**src/rtl/matrix_multiplier_pkg.sv**
```systemverilog
// Shared defaults, FSM state type and the precoder codebook for matrix_multiplier.
package matrix_multiplier_pkg;

    localparam int DEF_Q         = 8;
    localparam int DEF_N         = 16;
    localparam int DEF_ACC_WIDTH = 32;

    typedef enum logic [1:0] {
        IDLE,
        LOAD,
        CALC,
        DONE
    } state_t;

    // Codebook entries in Q8.8
    localparam logic signed [DEF_N-1:0] P_HALF = 16'sd128;
    localparam logic signed [DEF_N-1:0] N_HALF = -16'sd128;
    localparam logic signed [DEF_N-1:0] ZERO   = '0;

    typedef struct packed {
        logic signed [DEF_N-1:0] sr;
        logic signed [DEF_N-1:0] si;
    } s_elem_t;

    // S[k][j] for the selected precoder; reserved indices give an all-zero matrix.
    // q=0: column 1 is +0.5 everywhere, column 0 alternates +0.5/-0.5 down the rows.
    function automatic s_elem_t s_lookup(input logic [3:0] q, input logic [1:0] k, input logic j);
        s_elem_t s;
        s.sr = ZERO;
        s.si = ZERO;
        if (q == 4'd0) begin
            if (j) s.sr = P_HALF;
            else   s.sr = k[0] ? N_HALF : P_HALF;
        end
        return s;
    endfunction

endpackage

```
**src/rtl/matrix_multiplier_complex_mac.sv**
```systemverilog
// Complex multiply-accumulate with truncating shift and saturation on emit.
module complex_mac
    import matrix_multiplier_pkg::*;
#(
    parameter int Q         = DEF_Q,
    parameter int N         = DEF_N,
    parameter int ACC_WIDTH = DEF_ACC_WIDTH
) (
    input  logic                clk,
    input  logic                rst,
    input  logic                mac_en,
    input  logic                first,
    input  logic                emit,
    input  logic signed [N-1:0] a_r,
    input  logic signed [N-1:0] a_i,
    input  logic signed [N-1:0] b_r,
    input  logic signed [N-1:0] b_i,
    output logic signed [N-1:0] out_r,
    output logic signed [N-1:0] out_i,
    output logic                out_valid
);

    localparam logic signed [ACC_WIDTH-1:0] SAT_MAX = ACC_WIDTH'((2 ** (N - 1)) - 1);
    localparam logic signed [ACC_WIDTH-1:0] SAT_MIN = ACC_WIDTH'(-(2 ** (N - 1)));

    logic signed [2*N-1:0]       p_rr, p_ii, p_ri, p_ir;
    logic signed [ACC_WIDTH-1:0] term_re, term_im;
    logic signed [ACC_WIDTH-1:0] acc_re, acc_im;

    function automatic logic signed [N-1:0] shift_sat(input logic signed [ACC_WIDTH-1:0] acc);
        logic signed [ACC_WIDTH-1:0] shifted;
        shifted = acc >>> Q;
        if (shifted > SAT_MAX)      return N'(SAT_MAX);
        else if (shifted < SAT_MIN) return N'(SAT_MIN);
        else                        return N'(shifted);
    endfunction

    // Full-width products combined into one complex term per cycle
    always_comb begin
        p_rr    = a_r * b_r;
        p_ii    = a_i * b_i;
        p_ri    = a_r * b_i;
        p_ir    = a_i * b_r;
        term_re = ACC_WIDTH'(p_rr) - ACC_WIDTH'(p_ii);
        term_im = ACC_WIDTH'(p_ri) + ACC_WIDTH'(p_ir);
    end

    // Accumulator: first term of an output overwrites instead of adding
    always_ff @(posedge clk or negedge rst) begin
        if (!rst) begin
            acc_re <= '0;
            acc_im <= '0;
        end else if (mac_en) begin
            acc_re <= first ? term_re : acc_re + term_re;
            acc_im <= first ? term_im : acc_im + term_im;
        end
    end

    // Output register: holds the last emitted value, valid pulses for one cycle
    always_ff @(posedge clk or negedge rst) begin
        if (!rst) begin
            out_r     <= '0;
            out_i     <= '0;
            out_valid <= 1'b0;
        end else begin
            out_valid <= emit;
            if (emit) begin
                out_r <= shift_sat(acc_re);
                out_i <= shift_sat(acc_im);
            end
        end
    end

endmodule

```
**src/rtl/matrix_multiplier.sv**
```systemverilog
// Hq = H x S: buffers a streamed 4x4 complex H, then emits 8 Hq elements row-major.
module matrix_multiplier
    import matrix_multiplier_pkg::*;
#(
    parameter int Q         = DEF_Q,
    parameter int N         = DEF_N,
    parameter int ACC_WIDTH = DEF_ACC_WIDTH
) (
    input  logic                clk,
    input  logic                rst,
    input  logic                start,
    input  logic                H_in_valid,
    input  logic signed [N-1:0] H_in_r,
    input  logic signed [N-1:0] H_in_i,
    input  logic [3:0]          q_index,
    output logic                done,
    output logic                Hq_out_valid,
    output logic signed [N-1:0] Hq_out_r,
    output logic signed [N-1:0] Hq_out_i
);

    state_t state, state_next;

    logic [3:0]          load_cnt;
    logic [2:0]          step;
    logic [2:0]          out_idx;
    logic [3:0]          q_reg;
    logic signed [N-1:0] h_r [16];
    logic signed [N-1:0] h_i [16];

    logic                accept_start;
    logic                mac_en, mac_first, mac_emit;
    logic [1:0]          k;
    logic [3:0]          h_idx;
    s_elem_t             s_sel;
    logic signed [N-1:0] s_r, s_i;

    assign accept_start = start && ((state == IDLE) || (state == DONE));
    assign k            = step[1:0];
    assign h_idx        = {out_idx[2:1], k};
    assign s_sel        = s_lookup(q_reg, k, out_idx[0]);
    assign s_r          = N'(s_sel.sr);
    assign s_i          = N'(s_sel.si);

    // State register
    always_ff @(posedge clk or negedge rst) begin
        if (!rst) state <= IDLE;
        else      state <= state_next;
    end

    // Next-state and MAC sequencing: 4 MAC steps then 1 emit step per output
    always_comb begin
        state_next = state;
        mac_en     = 1'b0;
        mac_first  = 1'b0;
        mac_emit   = 1'b0;
        case (state)
            IDLE, DONE: if (start) state_next = LOAD;
            LOAD:       if (H_in_valid && (load_cnt == 4'd15)) state_next = CALC;
            CALC: begin
                mac_en    = (step != 3'd4);
                mac_first = (step == 3'd0);
                mac_emit  = (step == 3'd4);
                if ((step == 3'd4) && (out_idx == 3'd7)) state_next = DONE;
            end
            default: state_next = IDLE;
        endcase
    end

    // H buffer, load/calc counters and latched precoder index
    always_ff @(posedge clk or negedge rst) begin
        if (!rst) begin
            load_cnt <= '0;
            step     <= '0;
            out_idx  <= '0;
            q_reg    <= '0;
            for (int unsigned i = 0; i < 16; i++) begin
                h_r[i] <= '0;
                h_i[i] <= '0;
            end
        end else begin
            if (accept_start) begin
                q_reg    <= q_index;
                load_cnt <= '0;
                step     <= '0;
                out_idx  <= '0;
            end
            if ((state == LOAD) && H_in_valid) begin
                h_r[load_cnt] <= H_in_r;
                h_i[load_cnt] <= H_in_i;
                load_cnt      <= load_cnt + 4'd1;
            end
            if (state == CALC) begin
                if (step == 3'd4) begin
                    step    <= '0;
                    out_idx <= out_idx + 3'd1;
                end else begin
                    step <= step + 3'd1;
                end
            end
        end
    end

    // done is registered off DONE so it rises one cycle after the last valid pulse
    always_ff @(posedge clk or negedge rst) begin
        if (!rst)               done <= 1'b0;
        else if (accept_start)  done <= 1'b0;
        else if (state == DONE) done <= 1'b1;
    end

    complex_mac #(
        .Q         (Q),
        .N         (N),
        .ACC_WIDTH (ACC_WIDTH)
    ) u_mac (
        .clk       (clk),
        .rst       (rst),
        .mac_en    (mac_en),
        .first     (mac_first),
        .emit      (mac_emit),
        .a_r       (h_r[h_idx]),
        .a_i       (h_i[h_idx]),
        .b_r       (s_r),
        .b_i       (s_i),
        .out_r     (Hq_out_r),
        .out_i     (Hq_out_i),
        .out_valid (Hq_out_valid)
    );

endmodule

```
**config.mk**
```make
export PLATFORM = sky130hd
export DESIGN_NAME = matrix_multiplier
export DESIGN_NICKNAME = d
export VERILOG_FILES = /design/src/rtl/matrix_multiplier_pkg.sv /design/src/rtl/matrix_multiplier_complex_mac.sv /design/src/rtl/matrix_multiplier.sv
export SDC_FILE = /design/constraint.sdc
export NUM_CORES = 1
export LEC_CHECK = 0
export CORE_MARGIN = 4
export CORE_UTILIZATION = 50
export CTS_BUF_LIST = sky130_fd_sc_hd__clkbuf_16
export DETAILED_ROUTE_END_ITERATION = 8
export GPL_ROUTABILITY_DRIVEN = 0
export PLACE_DENSITY = 0.69
export SLEW_MARGIN = 20
export SYNTH_ARGS = -nofsm -noshare
export SYNTH_HDL_FRONTEND = slang
export SYNTH_SLANG_ARGS = --single-unit
```
**constraint.sdc**
```tcl
create_clock -name clk -period 9 [get_ports clk]
set_input_delay 1.8 -clock clk [delete_from_list [all_inputs] [get_ports clk]]
set_output_delay 1.8 -clock clk [all_outputs]
set_load 0.05 [all_outputs]
```
Word-level counts from Yosys, hierarchy flattened:

Cells that the tools add are included.

* input bits: 40
* register bits: 626
* word-level logic and storage cells: 119
* output and inout port bits: 34

* reductions and logical operators: 14
* multiply operators: 2
* mux-type cells: 36
* order comparisons: 7
* $add $sub $neg: 5
* eq/ne operators: 10
* bitwise operators: 2

Operators with widths (number)
* bitwise mux 256 bit: 2
* two-way mux 16 bit: 12
* binary-select mux 16 bit (select 4 bit): 2
* adder 32 bit: 2
* demux 16 bit (select 4 bit): 1
* multiplier 16 x 16 -> 32 bit: 2
* two-way mux 32 bit: 2
* > comparator 24 x 16 -> 1 bit, second input constant: 2
* less-than comparator 24 x 16 -> 1 bit, second input constant: 2
* two-way mux 3 bit: 6
* greater-or-equal comparator 5 bit, second input constant: 2
* NOT 4 -> 5 bit: 2
* two-way mux 4 bit: 2
* adder 3 x 1 -> 3 bit, second input constant: 2
* equality test 3 bit, second input constant: 2
* two-way mux 2 bit: 3
* != test 2 bit, second input constant: 3
* case mux 2 bit (3 select lines): 1
* nonzero test 2 bit: 3
* logical AND 1 bit: 5
* less-than comparator 5 x 1 -> 1 bit, second input constant: 1
* two-way mux 1 bit: 5
* adder 4 x 1 -> 4 bit, second input constant: 1
* equality test 2 bit, second input constant: 2
* other kinds (9): 9

Depth between registers and ports, before layout:

Gate-level depths: netlist (run 1).

* depth in word-level cells: 7
* gate-level depth with buffers: 39
* gate-level depth less buffers: 35

Modules after synthesis:

From an unflattened synthesis (run 1), not the netlist that was laid out.

* cells, all modules: 6659
* area, all modules: 70894.2 um^2

By module, submodules not included
* complex_mac: area an instance 47145.2 um^2, seq. area each 2427.3 um^2, cells each 5166, instances 1
* matrix_multiplier: area an instance 23749.0 um^2, seq. area each 13237.7 um^2, cells each 1493, instances 1

Worst setup path before layout (run 1):

Ideal clock, no wire load.

* kind: register to register
* from: reg step[0]
* to: reg u_mac.acc_im[31]
* arrival time: 9.314 ns
* setup slack: -0.384 ns
* setup time: 0.071 ns
* buffers on the path: 4
* cell stages (with the launch flop): 34
* period minus slack after synthesis: 9.384 ns
* required time: 8.929 ns
* cell sequence: dfrtp_1 -> buf_2 -> buf_2 -> buf_2 -> buf_2 -> mux4_2 -> mux4_2 -> and2_1 -> fa_1 -> fa_1 -> fa_1 -> fa_1 -> inv_1 -> fa_1 -> inv_1 -> ha_1 -> ha_1 -> nor2b_1 -> o31a_1 -> o221a_1 -> nor2_1 -> o21ai_0 -> a21o_1 -> a21oi_1 -> xnor2_1 -> ha_1 -> a21oi_1 -> nor2b_1 -> a2111oi_0 -> a21oi_1 -> a21oi_1 -> o21ai_0 -> or4b_1 -> nand4_1

* longest elaborated chain between the ends: 7
* elaborated cells on any way between the ends: 14
* classes of those cells: add/sub (1); mul (1); eq/ne (1); mux (9); bitwise (1); reduce/logical (1)

Ends and longest elaborated chain
* start: declaration: RTL line matrix_multiplier.sv:25 `logic [2:0] step;`
* start signal: assignment: RTL line matrix_multiplier.sv:98 `step <= step + 3'd1;`
* NOT 4 -> 5 bit (implied by the code): RTL line matrix_multiplier.sv:122 `.a_i (h_i[h_idx]),`
* binary-select mux 16 bit (select 4 bit): RTL line matrix_multiplier.sv:122
* two-way mux 16 bit (implied by the code) (2 in a row): RTL line matrix_multiplier.sv:122
* multiplier 16 x 16 -> 32 bit: RTL line matrix_multiplier_complex_mac.sv:43 `p_ir = a_i * b_r;`
* adder 32 bit: RTL line matrix_multiplier_complex_mac.sv:55 `acc_im <= first ? term_im : acc_im + term_im;`
* two-way mux 32 bit: RTL line matrix_multiplier_complex_mac.sv:55
* end signal: assignment: RTL line matrix_multiplier_complex_mac.sv:55
* end: declaration: RTL line matrix_multiplier_complex_mac.sv:28 `logic signed [ACC_WIDTH-1:0] acc_re, acc_im;`

Several ways; a longest one is shown, not always the timed one. The select of a mux whose other input is x is not followed.
A chain may end at the register's enable or synchronous reset.

Worst setup path after layout (run 1):

Same ends and word-level chain as after synthesis.

==> results of run 1 <==
[power groups by stage]
stage                     combinational (mW)  clock (mW)  sequential [mW]
after floorplan                         3.45           0             3.74
after global placement                  4.65           0             3.67
after detailed placement                4.78           0             3.72
after CTS                               4.88        2.71             3.67
after global routing                    5.65        2.82             3.73
final                                   5.10        2.65             3.67
[routing by layer]
layer	wire length (µm)	vias up
li1	-	10900
met1	38600	12300
met2	44000	514
met3	3950	170
met4	2670	4
met5	34	-
[synth_stat cells, types with 3 or more instances]
master    number  area (µm²)
nand4_1       12        75.1
mux2i_1        7        70.1
a211oi_1       5        37.5
and2_1        48         300
xnor2_1       69         604
nand2b_1      19         119
nor2_1       172         646
o21bai_1       7        52.6
a21o_1        24         180
nor3_1        17        85.1
o31a_1         3        26.3
nor2b_1        9        56.3
a22o_1         3        26.3
dfrtp_1      612       15300
xor2_1        21         184
or4_1          3        22.5
o21a_1        17         128
nand3_1       28         140
a221o_1        4        40.0
or3_1          8        50.1
mux4_2       158        3560
nand2_1      153         574
nor3b_1        4        30.0
fa_1         212        4240
clkbuf_1     123         462
buf_2         15        75.1
a211o_1        4        35.0
buf_1         17        63.8
and3_1         8        50.1
a22oi_1        4        30.0
o21ai_0      113         566
o21ai_1        3        15.0
nor4_1         5        31.3
a21oi_1      104         521
ha_1         216        2700
a31oi_1       10        62.6
mux2_2       518        5830
inv_1        258         968
o211ai_1       4        30.0
o22ai_1        5        31.3
o31ai_1        4        30.0
[critical path: cells and delay by family, from the launching register on]
family,cells,cell delay (ns)
fa+ha+maj,8,3.45
compound gates,10,1.81
simple gates,6,1.16
mux,2,1.01
buf+inv,5,0.52
flops,1,0.49
xor+xnor,1,0.14
[through the flow]
step	TNS, ns	utilization
final	0	0.572
after global routing	-0.102	0.572
after CTS	0	0.565
after detailed placement	-0.0816	0.535
after global placement	-0.0197	0.535
after floorplan	0	-
[kinds of logic (layout without fill, tap and decap cells)]
| group | Yosys count | in the layout | share of synthesized area |
|---|---|---|---|
| other cells | 0 | 4 | 0 |
| compound gates | 333 | 333 | 0.0530 |
| buf+inv | 416 | 568 | 0.0414 |
| mux | 684 | 684 | 0.247 |
| simple gates | 493 | 493 | 0.0583 |
| fa+ha+maj | 429 | 429 | 0.181 |
| xor+xnor | 90 | 90 | 0.0205 |
| flops | 612 | 612 | 0.399 |
[final cells by class]
type / count / area share
Clock inverter: 51 / 0.00857
Inverter: 259 / 0.0224
Clock buffer: 70 / 0.0403
Multi-Input combinational cell: 2029 / 0.501
Tap cell: 1030 / 0.0296
Antenna cell: 4 / 0.000230
Sequential cell: 612 / 0.352
Timing Repair Buffer: 188 / 0.0458
[cells in the final DEF (no fill, tap or decap), drive strengths merged, types with 5 or more instances in the layout]
cell	n
a211oi	5
a21o	24
a21oi	105
a31oi	10
and2	48
and3	8
buf	111
clkbuf	75
clkdlybuf4s50	72
clkinv	33
dfrtp	612
fa	212
ha	216
inv	273
mux2	519
mux2i	7
mux4	158
nand2	153
nand2b	20
nand3	28
nand4	12
nor2	174
nor2b	9
nor3	17
nor4	6
o21a	17
o21ai	117
o21bai	7
o22ai	5
or3	8
xnor2	69
xor2	21
[path summary, 6_finish.rpt]
kind / start / to / slack, ns
min in group asynchronous: rst / u_mac.acc_re[23] / 1.21
worst max-delay path: step[0] / u_mac.acc_im[31] / 0.29
worst min register to register: u_mac.out_r[11] / u_mac.out_r[11] / 0.47
worst min-delay path: u_mac.out_r[11] / u_mac.out_r[11] / 0.47
max in group asynchronous: rst / h_i[252] / 6.36
worst max register to register: step[0] / u_mac.acc_im[31] / 0.29
[timing repair]
action | in CTS | in global routing
resized for setup | 10 | 53
pin swaps | 1 | 13
cloned | 3 | 5
buffers inserted | 2 | 25
endpoints found under the setup margin | 3 | 7
==> flow_summary.json, run 1 <==
{
  "p_switching_mw": 4.27,
  "antenna_left": 0,
  "top_usage_layer": "met2",
  "relSlewSlack": 0.383,
  "max_freq_ghz": 0.115,
  "layout.area.seq_um2": 15300,
  "internal_power_mw": 7.16,
  "die_area_um2": 81300,
  "p_seq_frac": 0.321,
  "grtUsageMet2": 0.382,
  "dp_hpwl_um": 57800,
  "postLayoutCellArea_um2": 43500,
  "hold_ws_ns": 0.475,
  "critPathMaxFanout": 7,
  "rows": 101,
  "crit_top_cell": "fa_1",
  "tritoncts.num_buffers": 68,
  "arrival_ns": 9.24,
  "dpl_worst_slack_ns": -0.0731,
  "ys_ff_latch": 612,
  "clockBufferDepth": 3,
  "vdd_drop_max_mv": 0.154,
  "seq_area_frac_synth": 0.399,
  "reg_top3": "h_i x256, h_r x256",
  "use_met1": 0.296,
  "wire_per_inst_um": 21.0,
  "whs_path_depth": 2,
  "multi_input_comb_area_um2": 21800,
  "power.share.clock": 0.232,
  "cts_tree": "built",
  "finalPower_mw": 11.4,
  "fp.dieW_um": 285,
  "synth-edff-count": 0,
  "postCtsHoldBufs": 0,
  "synth.distinct_cells": 66,
  "drt-pass1-iter-count": 5,
  "switching_share": 0.373,
  "coreArea_um2": 76100,
  "cap_violations": 0,
  "async_reset_ff_frac": 1.00,
  "final_cell_count_no_fill": 4243,
  "p_leak_nw": 21.5,
  "placed_area_um2": 40700,
  "drive_above_1_share": 0.298,
  "finalCritPeriodShare": 0.968,
  "synth_flop_cell": "dfrtp_1",
  "via_per_inst": 5.64,
  "fin_crit_ns": 8.71,
  "syn_nets": 3525,
  "dp_cells": 4083,
  "grt_max_degree": 161,
  "cpPeakStageDelay_ns": 0.55,
  "outcome": "complete, no violations",
  "antenna_found_initial": 4,
  "slowest_stage": "fa_1",
  "area_growth_pct": 13.3,
  "portBuffers": 73,
  "slew_violations": 0,
  "p_comb_frac": 0.447,
  "start_util": 0.505,
  "cp.required_ns": 9.52,
  "tightestPinTransition_ns": 0.926,
  "drc_errors": 0,
  "path_class": "reg -> reg",
  "netlist_instances": 3057,
  "grt_pass1_vias": 26000,
  "track_usage": 0.222,
  "ios": 74,
  "syn_area_um2": 38400,
  "yosysWarnings": 0,
  "avgSynthCellArea_um2": 12.6,
  "reg2regPathDepth": 32,
  "endpoint_kind": "register",
  "cts.clk_slew.worst_paths_ns": 0.06,
  "fin_ws_ns": 0.286,
  "fin_skew_ns": 0.0316,
  "clock-sinks": 612,
  "hp-class": "reg -> reg",
  "met3_usage": 0.0332,
  "vias": 23900,
  "worst_skew_pair.late_latency_ns": 0.62,
  "grt_pass1_wl_um": 144000,
  "h-tree-depth": 3,
  "cts_root_buf": "clkbuf_16",
  "first_iter_violations": 1478,
  "globalRouteOverflowTotal": 0,
  "totalWireLength_um": 89200,
  "fill_cells": 6122,
  "nets": 3626,
  "setup_viol": 0,
  "dieHeight_um": 285,
  "hold_violations": 0,
  "start_kind": "register",
  "power_density_nw_per_um2": 262
}
Power figures use the tool's default switching activity.
==> run 2, diff against run 1 <==
CTS_CLUSTER_DIAMETER = 150   (was unset)
==> results of run 2 <==
No change in the layout: final DEF, timing and power equal those of run 1.
==> run 3, diff against run 2 <==
CORE_UTILIZATION = 58   (was 50)
PLACE_DENSITY = 0.78   (was 0.69)
TNS_END_PERCENT = 10   (was unset)
==> flow_summary.json, run 3 (same netlist as run 1, synthesis figures left out) <==
{
  "final_cell_mix": "dfrtp_1, mux2_2, inv_1",
  "drc_errors": 0,
  "max_freq_ghz": 0.115,
  "coreArea_um2": 65700,
  "tritoncts.num_buffers": 66,
  "slowest_stage": "fa_1",
  "placed_area_um2": 40500,
  "internal_power_mw": 7.07,
  "whs_path_depth": 2,
  "start_kind": "register",
  "power_density_nw_per_um2": 263,
  "cp.required_ns": 9.53,
  "drt-pass1-iter-count": 5,
  "tightestPinTransition_ns": 1.02,
  "slew_violations": 0,
  "antenna_left": 0,
  "fin_crit_ns": 8.71,
  "cp-startpoint": "step[0]",
  "postCtsHoldBufs": 0,
  "dieHeight_um": 265,
  "clockBufferDepth": 3,
  "finalCritPeriodShare": 0.968,
  "portBuffers": 73,
  "rsz0062_at_grt": "true",
  "cap_violations": 0,
  "p_seq_frac": 0.324,
  "grt_pass1_wl_um": 145000,
  "totalWireLength_um": 89600,
  "arrival_ns": 9.24,
  "rows": 94,
  "drive_above_1_share": 0.301,
  "min_delay_worst_endpoint": "u_mac.out_i[14]",
  "die_area_um2": 70400,
  "setup_viol": 0,
  "grt_pass1_vias": 26500,
  "p_comb_frac": 0.447,
  "hp-class": "reg -> reg",
  "r2r_slack_ns": 0.29,
  "cts.clk_slew.worst_paths_ns": 0.06,
  "finalPower_mw": 11.4,
  "postLayoutCellArea_um2": 43200,
  "endpoint_kind": "register",
  "wire_per_inst_um": 22.0,
  "cts_root_buf": "clkbuf_16",
  "track_usage": 0.260,
  "p_switching_mw": 4.31,
  "fin_skew_ns": 0.0382,
  "final_cell_count_no_fill": 4071,
  "via_per_inst": 6.00,
  "fill_cells": 4556,
  "hp-start": "u_mac.out_i[14]",
  "hold_ws_ns": 0.474,
  "switching_share": 0.379,
  "relSlewSlack": 0.320,
  "layout_commonest_cell": "dfrtp_1",
  "fin_util": 0.657,
  "outcome": "complete, no violations",
  "fp.dieW_um": 265,
  "layout.area.seq_um2": 15300,
  "worst_skew_pair.late_latency_ns": 0.63,
  "ios": 74,
  "start_util": 0.584,
  "grt_max_degree": 193,
  "regToRegStartpoint": "step[0]",
  "dp_cells": 3927,
  "clock-sinks": 612,
  "hold_violations": 0,
  "vias": 24400,
  "cts_tree": "built",
  "area_growth_pct": 12.5,
  "path_class": "reg -> reg",
  "vdd_drop_max_mv": 0.170,
  "reg_top3": "h_i x256, h_r x256",
  "cpPeakStageDelay_ns": 0.57,
  "nets": 3622,
  "h-tree-depth": 3,
  "dp_hpwl_um": 59800,
  "crit_top_cell": "fa_1",
  "reg2regPathDepth": 34,
  "power.share.clock": 0.229,
  "p_leak_nw": 21.4,
  "rr_endpoint": "u_mac.acc_im[31]",
  "multi_input_comb_area_um2": 21800,
  "antenna_found_initial": 7,
  "critPathMaxFanout": 9,
  "first_iter_violations": 1661,
  "globalRouteOverflowTotal": 0
}
## run 3: timing repair
action / CTS / global route
pin swaps: 2 / 14
setup buffers: 5 / 15
cloned: 2 / 1
endpoints found under the hold margin: 0 / 0
setup endpoints to repair: 3 / 9
resized for setup: 9 / 57
## run 3: per-stage QoR
step	setup slack [ns]	setup TNS, ns
6_report	0.290	0
5_1_grt	-0.107	-0.118
4_1_cts	0.00749	0
2_1_floorplan	0.00156	0
3_3_place_gp	0.0770	0
3_5_place_dp	-0.174	-0.384
## run 3: worst max-delay path by stage
stage	depth (start not counted)	end
after floorplan	33	u_mac.acc_im[31]
after global placement	29	u_mac.acc_re[30]
after detailed placement	29	u_mac.acc_re[30]
after CTS	32	u_mac.acc_im[31]
after global routing	30	u_mac.acc_im[31]
final	34	u_mac.acc_im[31]
## run 3: worst max-delay path, delay by kind of cell, from the launching register on
family	cells	cell delay, ns
simple gates	7	1.26
mux	2	0.96
xor+xnor	1	0.17
fa+ha+maj	8	3.31
buf+inv	5	0.53
compound gates	11	1.89
flops	1	0.53
## run 3: layout make-up
type                            count  area share
Clock buffer                       67      0.0388
Multi-Input combinational cell   2029       0.506
Clock inverter                     51     0.00962
Sequential cell                   612       0.355
Antenna cell                        3    0.000174
Timing Repair Buffer              186      0.0429
Tap cell                          864      0.0250
Inverter                          259      0.0225
## run 3: routing by layer
layer / GRT usage / vias up / wire length, µm
met5: 0 / - / 21
met1: 0.338 / 12700 / 36400
met4: 0.0877 / 4 / 3120
li1: - / 10900 / -
met3: 0.0488 / 192 / 4920
met2: 0.445 / 656 / 45100
## run 3: power by group through the flow
stage	registers [mW]	clock network, mW	logic [mW]
final	3.69	2.60	5.09
after global routing	3.76	2.76	5.60
after floorplan	3.74	0	3.45
after global placement	3.68	0	4.57
after detailed placement	3.73	0	4.77
after CTS	3.69	2.64	4.89
